<file path="src/rtl/wb_arb_pkg.sv">
// Shared types and helpers for the round-robin Wishbone arbiter.
// The optional watchdog is enabled with the WB_ARB_TIMEOUT_EN macro.
package wb_arb_pkg;

    typedef enum logic [1:0] {
        ARB_IDLE,
        ARB_BUSY,
        ARB_TIMEOUT
    } arb_state_e;

    localparam logic [31:0] ERR_RDATA = 32'hDEAD_BEEF;

    function automatic logic [2:0] onehot_to_idx(input logic [7:0] oh);
        logic [2:0] idx;
        idx = '0;
        for (int i = 0; i < 8; i++) begin
            if (oh[i]) idx = idx | 3'(i);
        end
        return idx;
    endfunction

endpackage

</file>
<file path="src/rtl/wb_rr_pick.sv">
// Combinational round-robin selector: first requester above last_grant.
// Part of wb_arbiter; unaffected by WB_ARB_TIMEOUT_EN.
module wb_rr_pick
    import wb_arb_pkg::*;
#(
    parameter int N     = 2,
    parameter int IDX_W = $clog2(N)
) (
    input  logic [N-1:0]     req,
    input  logic [IDX_W-1:0] last_grant,
    output logic [IDX_W-1:0] idx,
    output logic             valid
);

    logic [N-1:0]     onehot;
    logic [IDX_W-1:0] cand;

    always_comb begin
        onehot = '0;
        valid  = 1'b0;
        cand   = '0;
        for (int k = 1; k <= N; k++) begin
            cand = IDX_W'((int'(last_grant) + k) % N);
            if (!valid && req[cand]) begin
                onehot[cand] = 1'b1;
                valid        = 1'b1;
            end
        end
        idx = IDX_W'(onehot_to_idx(8'(onehot)));
    end

endmodule

</file>
<file path="src/rtl/wb_arbiter.sv">
// Round-robin Wishbone arbiter holding grant for a whole cyc window.
// Define WB_ARB_TIMEOUT_EN to add the unacknowledged-transfer watchdog.
module wb_arbiter
    import wb_arb_pkg::*;
#(
    parameter int NUM_MASTERS    = 2,
    parameter int ADDR_W         = 32,
    parameter int DATA_W         = 32,
    parameter int TIMEOUT_CYCLES = 255
) (
    input  logic                            wb_clk_i,
    input  logic                            rst_i,
    input  logic [NUM_MASTERS-1:0]          m_cyc_i,
    input  logic [NUM_MASTERS-1:0]          m_stb_i,
    input  logic [NUM_MASTERS*ADDR_W-1:0]   m_addr_i,
    input  logic [NUM_MASTERS*DATA_W-1:0]   m_wdata_i,
    input  logic [NUM_MASTERS-1:0]          m_wr_en_i,
    input  logic [NUM_MASTERS*DATA_W/8-1:0] m_byte_en_i,
    output logic [NUM_MASTERS-1:0]          m_ack_o,
    output logic [NUM_MASTERS-1:0]          m_err_o,
    output logic [DATA_W-1:0]               m_rdata_o,
    output logic [ADDR_W-1:0]               wb_addr_o,
    output logic [DATA_W-1:0]               wb_wdata_o,
    output logic                            wb_wr_en_o,
    output logic [DATA_W/8-1:0]             wb_byte_en_o,
    output logic                            wb_stb_o,
    output logic                            wb_cyc_o,
    input  logic [DATA_W-1:0]               wb_rdata_i,
    input  logic                            wb_ack_i,
    output logic [NUM_MASTERS-1:0]          gnt_o
);

    localparam int N     = NUM_MASTERS;
    localparam int IDX_W = $clog2(N);
    localparam int BE_W  = DATA_W / 8;

    arb_state_e       state_q, state_d;
    logic [IDX_W-1:0] grant_q, last_q;
    logic [IDX_W-1:0] pick_idx;
    logic             pick_valid;

    wb_rr_pick #(
        .N     (N),
        .IDX_W (IDX_W)
    ) u_pick (
        .req        (m_cyc_i),
        .last_grant (last_q),
        .idx        (pick_idx),
        .valid      (pick_valid)
    );

    always_ff @(posedge wb_clk_i) begin
        if (rst_i) begin
            state_q <= ARB_IDLE;
            grant_q <= '0;
            last_q  <= IDX_W'(N - 1);
        end else begin
            state_q <= state_d;
            if (state_q == ARB_IDLE && pick_valid) begin
                grant_q <= pick_idx;
                last_q  <= pick_idx;
            end
        end
    end

`ifdef WB_ARB_TIMEOUT_EN
    localparam int CNT_W = $clog2(TIMEOUT_CYCLES + 1);

    logic [CNT_W-1:0] cnt_q;
    logic             stalled;
    logic             expire;

    assign stalled = m_stb_i[grant_q] && !wb_ack_i;
    assign expire  = stalled && (cnt_q == CNT_W'(TIMEOUT_CYCLES - 1));

    always_ff @(posedge wb_clk_i) begin
        if (rst_i) begin
            cnt_q <= '0;
        end else if (state_q != ARB_BUSY || state_d != ARB_BUSY || wb_ack_i) begin
            cnt_q <= '0;
        end else if (stalled) begin
            cnt_q <= cnt_q + 1'b1;
        end
    end
`else
    logic unused_cfg;
    assign unused_cfg = ^{TIMEOUT_CYCLES, ERR_RDATA};
`endif

    always_comb begin
        state_d      = state_q;
        gnt_o        = '0;
        m_ack_o      = '0;
        m_err_o      = '0;
        m_rdata_o    = '0;
        wb_cyc_o     = 1'b0;
        wb_stb_o     = 1'b0;
        wb_addr_o    = '0;
        wb_wdata_o   = '0;
        wb_wr_en_o   = 1'b0;
        wb_byte_en_o = '0;
        unique case (state_q)
            ARB_IDLE: begin
                if (pick_valid) state_d = ARB_BUSY;
            end
            ARB_BUSY: begin
                gnt_o[grant_q]   = 1'b1;
                wb_cyc_o         = m_cyc_i[grant_q];
                wb_stb_o         = m_stb_i[grant_q];
                wb_addr_o        = m_addr_i[int'(grant_q)*ADDR_W +: ADDR_W];
                wb_wdata_o       = m_wdata_i[int'(grant_q)*DATA_W +: DATA_W];
                wb_wr_en_o       = m_wr_en_i[grant_q];
                wb_byte_en_o     = m_byte_en_i[int'(grant_q)*BE_W +: BE_W];
                m_ack_o[grant_q] = wb_ack_i;
                m_rdata_o        = wb_rdata_i;
                if (!m_cyc_i[grant_q]) begin
                    state_d = ARB_IDLE;
                end
`ifdef WB_ARB_TIMEOUT_EN
                else if (expire) begin
                    m_err_o[grant_q] = 1'b1;
                    m_rdata_o        = DATA_W'(ERR_RDATA);
                    state_d          = ARB_TIMEOUT;
                end
`endif
            end
`ifdef WB_ARB_TIMEOUT_EN
            // Slave cycle is dropped; wait for the requester to give up.
            ARB_TIMEOUT: begin
                gnt_o[grant_q] = 1'b1;
                if (!m_cyc_i[grant_q]) state_d = ARB_IDLE;
            end
`endif
            default: state_d = ARB_IDLE;
        endcase
    end

endmodule

</file>
<file path="config.mk">
export PLATFORM = sky130hd
export DESIGN_NAME = wb_arbiter
export DESIGN_NICKNAME = d
export VERILOG_FILES = /design/src/rtl/wb_arb_pkg.sv /design/src/rtl/wb_rr_pick.sv /design/src/rtl/wb_arbiter.sv
export SDC_FILE = /design/constraint.sdc
export NUM_CORES = 1
export LEC_CHECK = 0
export BUFFER_PORTS_ARGS = -buffer_cell sky130_fd_sc_hd__buf_2
export CAP_MARGIN = 20
export CORE_AREA = 8 8 105 107
export CTS_CLUSTER_SIZE = 25
export DETAILED_ROUTE_END_ITERATION = 8
export DIE_AREA = 0 0 113 115
export HOLD_SLACK_MARGIN = 0.15
export MAX_ROUTING_LAYER = met4
export SLEW_MARGIN = 20
export SYNTH_ARGS = -nofsm -noshare
export SYNTH_HDL_FRONTEND = slang
export SYNTH_SLANG_ARGS = --single-unit
</file>
<file path="constraint.sdc">
create_clock -name wb_clk_i -period 2.7 [get_ports wb_clk_i]
set_input_delay 0.27 -clock wb_clk_i [delete_from_list [all_inputs] [get_ports wb_clk_i]]
set_output_delay 0.27 -clock wb_clk_i [all_outputs]
set_load 0.1 [all_outputs]
</file>
* Word-level counts from Yosys, hierarchy flattened
Index checks and enable logic that the tools add are counted.
** Word-level totals
- Register bits :: 4
- Input bits :: 177
** Operators by class
- Equality and inequality tests :: 3
- Shift-type cells :: 3
- Muxes and demuxes :: 33
- Reductions and logical operators :: 8
- $lt $le $gt $ge :: 6
- Bitwise logic cells :: 2
- Add/subtract/negate cells :: 2
** Operator list (count)
- 64-bit by 7-bit variable part select with 32-bit output :: 2
- 32-bit 2-to-1 mux :: 3
- 1-bit 2-to-1 mux :: 19
- 2-bit 2-to-1 mux :: 6
- 8-bit by 4-bit variable part select with 4-bit output :: 1
- 1-bit by 2-bit less-than comparator with 1-bit output (second input constant) :: 3
- 1-bit logical AND :: 5
- 4-bit 2-to-1 mux :: 1
- 2-bit != test (second input constant) :: 2
- 2-bit case mux with 2 select lines :: 1
- 1-bit demux with 1-bit select :: 3
- 1-bit >= comparator (second input constant) :: 3
- 1-bit adder (second input constant) :: 2
- 2-bit bitwise AND :: 1
- 2-bit by 1-bit equality test with 1-bit output (second input constant) :: 1
- 2-bit zero test :: 1
- 2-bit bitwise OR :: 1
- 2-bit AND reduction :: 1
- 1-bit zero test :: 1

* Depth between registers and ports, before layout
- Depth after elaboration :: 9
- Mapped depth :: 5
- Mapped depth without buffers :: 3

* By module
A second synthesis with hierarchy kept.
** Unflattened totals
- Cells, all modules :: 216
- Area, all modules :: 1695.4 µm²
** By module, submodules not included
- wb_arbiter :: area an instance 1681.6 µm², instances 1, sequential area each 60.1 µm², cells each 214
- wb_rr_pick :: area an instance 13.8 µm², instances 1, sequential area each 0.0 µm², cells each 2

* Worst setup path after synthesis
OpenSTA, ideal clock, no wires.
- Path kind :: register -> output
- Start :: reg grant_q
- End :: out wb_addr_o[0]
- Arrival :: 2.070 ns
- Path slack :: 0.360 ns
- Path buffers :: 3
- Cell stages (with the launch flop) :: 6
- Path through :: dfxtp_1 -> buf_4 -> buf_12 -> buf_8 -> mux2i_1 -> nor2_1
** On the way
- Cells in the longest elaborated chain, start to end :: 2
** RTL lines
- start, declared :: RTL line wb_arbiter.sv:38 : logic [IDX_W-1:0] grant_q, last_q;
- start signal, assigned :: RTL line wb_arbiter.sv:60 : grant_q <= pick_idx;
- 64-bit by 7-bit variable part select with 32-bit output :: RTL line wb_arbiter.sv:110 : wb_addr_o = m_addr_i[int'(grant_q)*ADDR_W +: ADDR_W];
- 32-bit 2-to-1 mux :: RTL line wb_arbiter.sv:102 : unique case (state_q)
- end, declared :: RTL line wb_arbiter.sv:22 : output logic [ADDR_W-1:0] wb_addr_o,
No other way between the ends.

* Worst setup path after layout
- Start :: reg grant_q
- End :: out wb_addr_o[12]
Same word-level chain as after synthesis.

==> results.txt <==
The run finished with clean final reports. The endpoint of the worst hold path is grant_q. The count of non-filler cells in the finished layout came out at approximately 600.

Counting along the longest clock path gives a buffer depth of 2. The synthesized netlist occupies a cell area of approximately 1500 um2. The final weighted congestion in routability-driven placement is about 0.86. The worst register-to-register path ends at state_q[0]. The critical path data required time came out at 2.43 ns. The final setup skew came out at between 0.001 and 0.0015 ns. The transition time at the pin with the least slew margin is between 0.5 and 0.6 ns.

For this configuration, the core starts out at a cell density of between 10% and 20%. The total CTS buffers came out at 3. In the layout the commonest cells are 211 x buf_2, 75 x nor2_1, 74 x buf_12. The core occupancy in the finished layout is between 40% and 50%. The number of global-route vias before repair came out at approximately 2,800. By startpoint and endpoint, the worst setup path is classified as flop to output port. In this design, the critical path's most frequently occurring cell is buf_12. The areal power density over the cells came out at between 400 and 500 nW/um2. The number of placed instances with taps included came out at between 500 and 600. Dividing the detail-routed via count by the number of cells gives about 4.2.

In this run the most critical hold path is launched from rst_i. For this design the static power due to leakage is between 2 and 2.5 nW. The source-to-sink clock delay at the later pin of the worst-skew pair came out at 0.22 ns. The origin of the critical flop-to-flop path is grant_q. The commonest non-fill, non-tap cell in the layout is buf_2. For this run, the top clock speed supported by timing is roughly 480 MHz. In this run the number of H-tree levels came out at 1. The post-synthesis average cell area is roughly 7 um2. Counting flops with an async set or reset pin after synthesis yields a share of 0%.

The aggregate global-route resource usage is between 10 and 15%. The depth of the worst hold-timing path came out at 2. The type of element launching the critical path is a flop. The clock-pin transition on the worst setup and hold timing paths is about 0.03 ns. Among all flip-flop cells after synthesis, the most frequent one is dfxtp_1. The part of the cycle the worst path needs came out at about 77%. The standard cell core area came out at 9459 um2. Setup violations remaining at the end of the flow were counted as 0. Setup repair after global routing left no endpoint under its margin. Counting flops and latches in the post-synthesis netlist gives 3. Counting flops with a built-in enable in the synthesized netlist gives 0.

The family of cells with the greatest summed delay on the critical path is flip-flops. The clock sink count came out at 3. In this design, the stage delay of the slowest critical-path cell is between 0.6 and 0.7 ns. The detail-routed net length per standard cell is 16.84 um. Together, buffers and inverters on the worst path number 2. The share of layout cells above drive strength 1 is between 60% and 70%. During placement, the flow inserted port buffers numbering 283.

The type of the tightest min-delay check is primary input to flop. The number of gates given a new drive strength after cts is 0. The signed area change from the synthesized netlist to the final layout came out at 173.0%. The number of placed I/O pins came out at 286. The max-slew violation total from the final report is 0. Measured along the y axis, the die boundary spans between 100 and 150 um.

In this run the register-to-register setup slack is between 1 and 1.5 ns. The total of warnings raised by yosys came out at 0. For this run, design rule violations remaining after detail routing come to 0. Across all layers, the routed design uses about 2,500 vias. The library cell used as clock root buffer is clkbuf_8.

The sequential fraction of the synthesis area came out at just over 4%. Max-cap violations in this run came to 0. The antenna violation net count after detailed routing is 0. The detailed router finished its first iteration with roughly 110 violations. The clock tree from TritonCTS is built. The kind of end point of the critical path is an output port. The site row count came out at 36. The number of nets in the final layout is between 600 and 700. The hold buffer count at CTS came out at 0. The initial antenna violation count came out at 0. The final worst setup slack is roughly 0.63 ns. The detailed placer's ending HPWL is around 9000 um. The number of cells on the worst reg-to-reg path is 2. The hold violation count in the final report came out at 0. The total setup buffers inserted after CTS came out at 0.

The wire length after detailed routing is 10,070 um. The die span in x is around 110 um. For the worst setup path, the data arrival time is roughly 1.8 ns. The largest net degree at the start of global routing came out at slightly above 40.

The layout has 960 filler cells. The setup TNS is 0 ns. 0 antenna diodes ended up in the layout. The global-route wire length before repair came out at ~15,000 um.

The smallest hold slack came out at 0.2562 ns. Walking the worst path, the cells encountered are buf_12 -> mux2i_1 -> nor2_1 -> buf_12. The minimum setup slack after placement is ~0.84 ns. The total overflow reported by the global router is 0.

For this run, the detailed router's first-pass iteration total came to 4. The count of mapped cells out of synthesis came out at about 210. In this run, distinct cell masters in the synthesized netlist total 18. In this run the worst path has a maximum fanout of 34.

The slowest stage of the critical path belongs to the cell dfxtp_4. The floorplan die area is around 13,000 um2. Headroom to the max-slew limit came out at around three fifths.

The post-layout minimum cycle time is around 2.1 ns. The peak ir drop on the vdd network is a little under 0.3 mV.
## Yosys cell counts, types with 2 or more instances
cell	n	share of area, %
and2_1	33	14
dfxtp_1	3	4.0
buf_8	4	4.0
mux2i_1	71	48
clkbuf_1	10	2.5
nor2_1	75	19
buf_4	6	3.0
nand2_1	2	0.50
## cell families (layout without fill, tap and decap cells)
group | count (synthesis) | after routing | synth area share [%]
other cells | 1 | 2 | 0.2514
buf+inv | 23 | 292 | 11.49
simple gates | 113 | 113 | 34.56
flops | 3 | 3 | 4.027
mux | 71 | 71 | 47.65
compound gates | 3 | 3 | 2.014
## registers in the layout, indices dropped and copies added, names as in the netlist
signal   count
grant_q      1
last_q       1
state_q      1
## metal layers
layer / GRT usage, % / up-vias / wire length, um
met5: - / - / 0
met4: 3.819 / 0 / 164
met3: 4.202 / 15 / 860
met2: 28.53 / 154 / 5630
met1: 13.90 / 1134 / 3412
li1: - / 1238 / -
## report_power, final
| part | internal [W] | switching, W | total [W] |
|---|---|---|---|
| sequential | 0.0000483 | 0.0000179 | 0.0000662 |
| combinational | 0.000482 | 0.00101 | 0.00149 |
| clock | 0.000101 | 0.0000345 | 0.000136 |
## worst max path at each step
stage,from,end,slack [ns],depth (start not counted)
after CTS,grant_q,wb_addr_o[12],0.59,4
after global routing,grant_q,wb_addr_o[15],0.51,4
after detailed placement,grant_q,wb_byte_en_o[3],0.84,4
after global placement,grant_q,wb_addr_o[26],0.90,4
after floorplan,grant_q,wb_addr_o[0],0.36,5
final,grant_q,wb_addr_o[12],0.63,4
## metrics by stage
stage / total power (W) / instance area, um2
after floorplan: 0.001042 / 1495
after global placement: 0.001552 / 4026
after detailed placement: 0.001565 / 4026
after CTS: 0.001709 / 4071
after global routing: 0.001751 / 4071
final: 0.001691 / 4071
## layout make-up
class                           count  area [um2]  share of cell area, %
Clock buffer                        4       45.04                  1.106
Timing Repair Buffer              287        2552                  62.69
Sequential cell                     3       63.81                  1.567
Tap cell                          114       142.6                  3.503
Inverter                            1       3.754                0.09219
Multi-Input combinational cell    189        1264                  31.04
(Power assumes the default switching activity.)
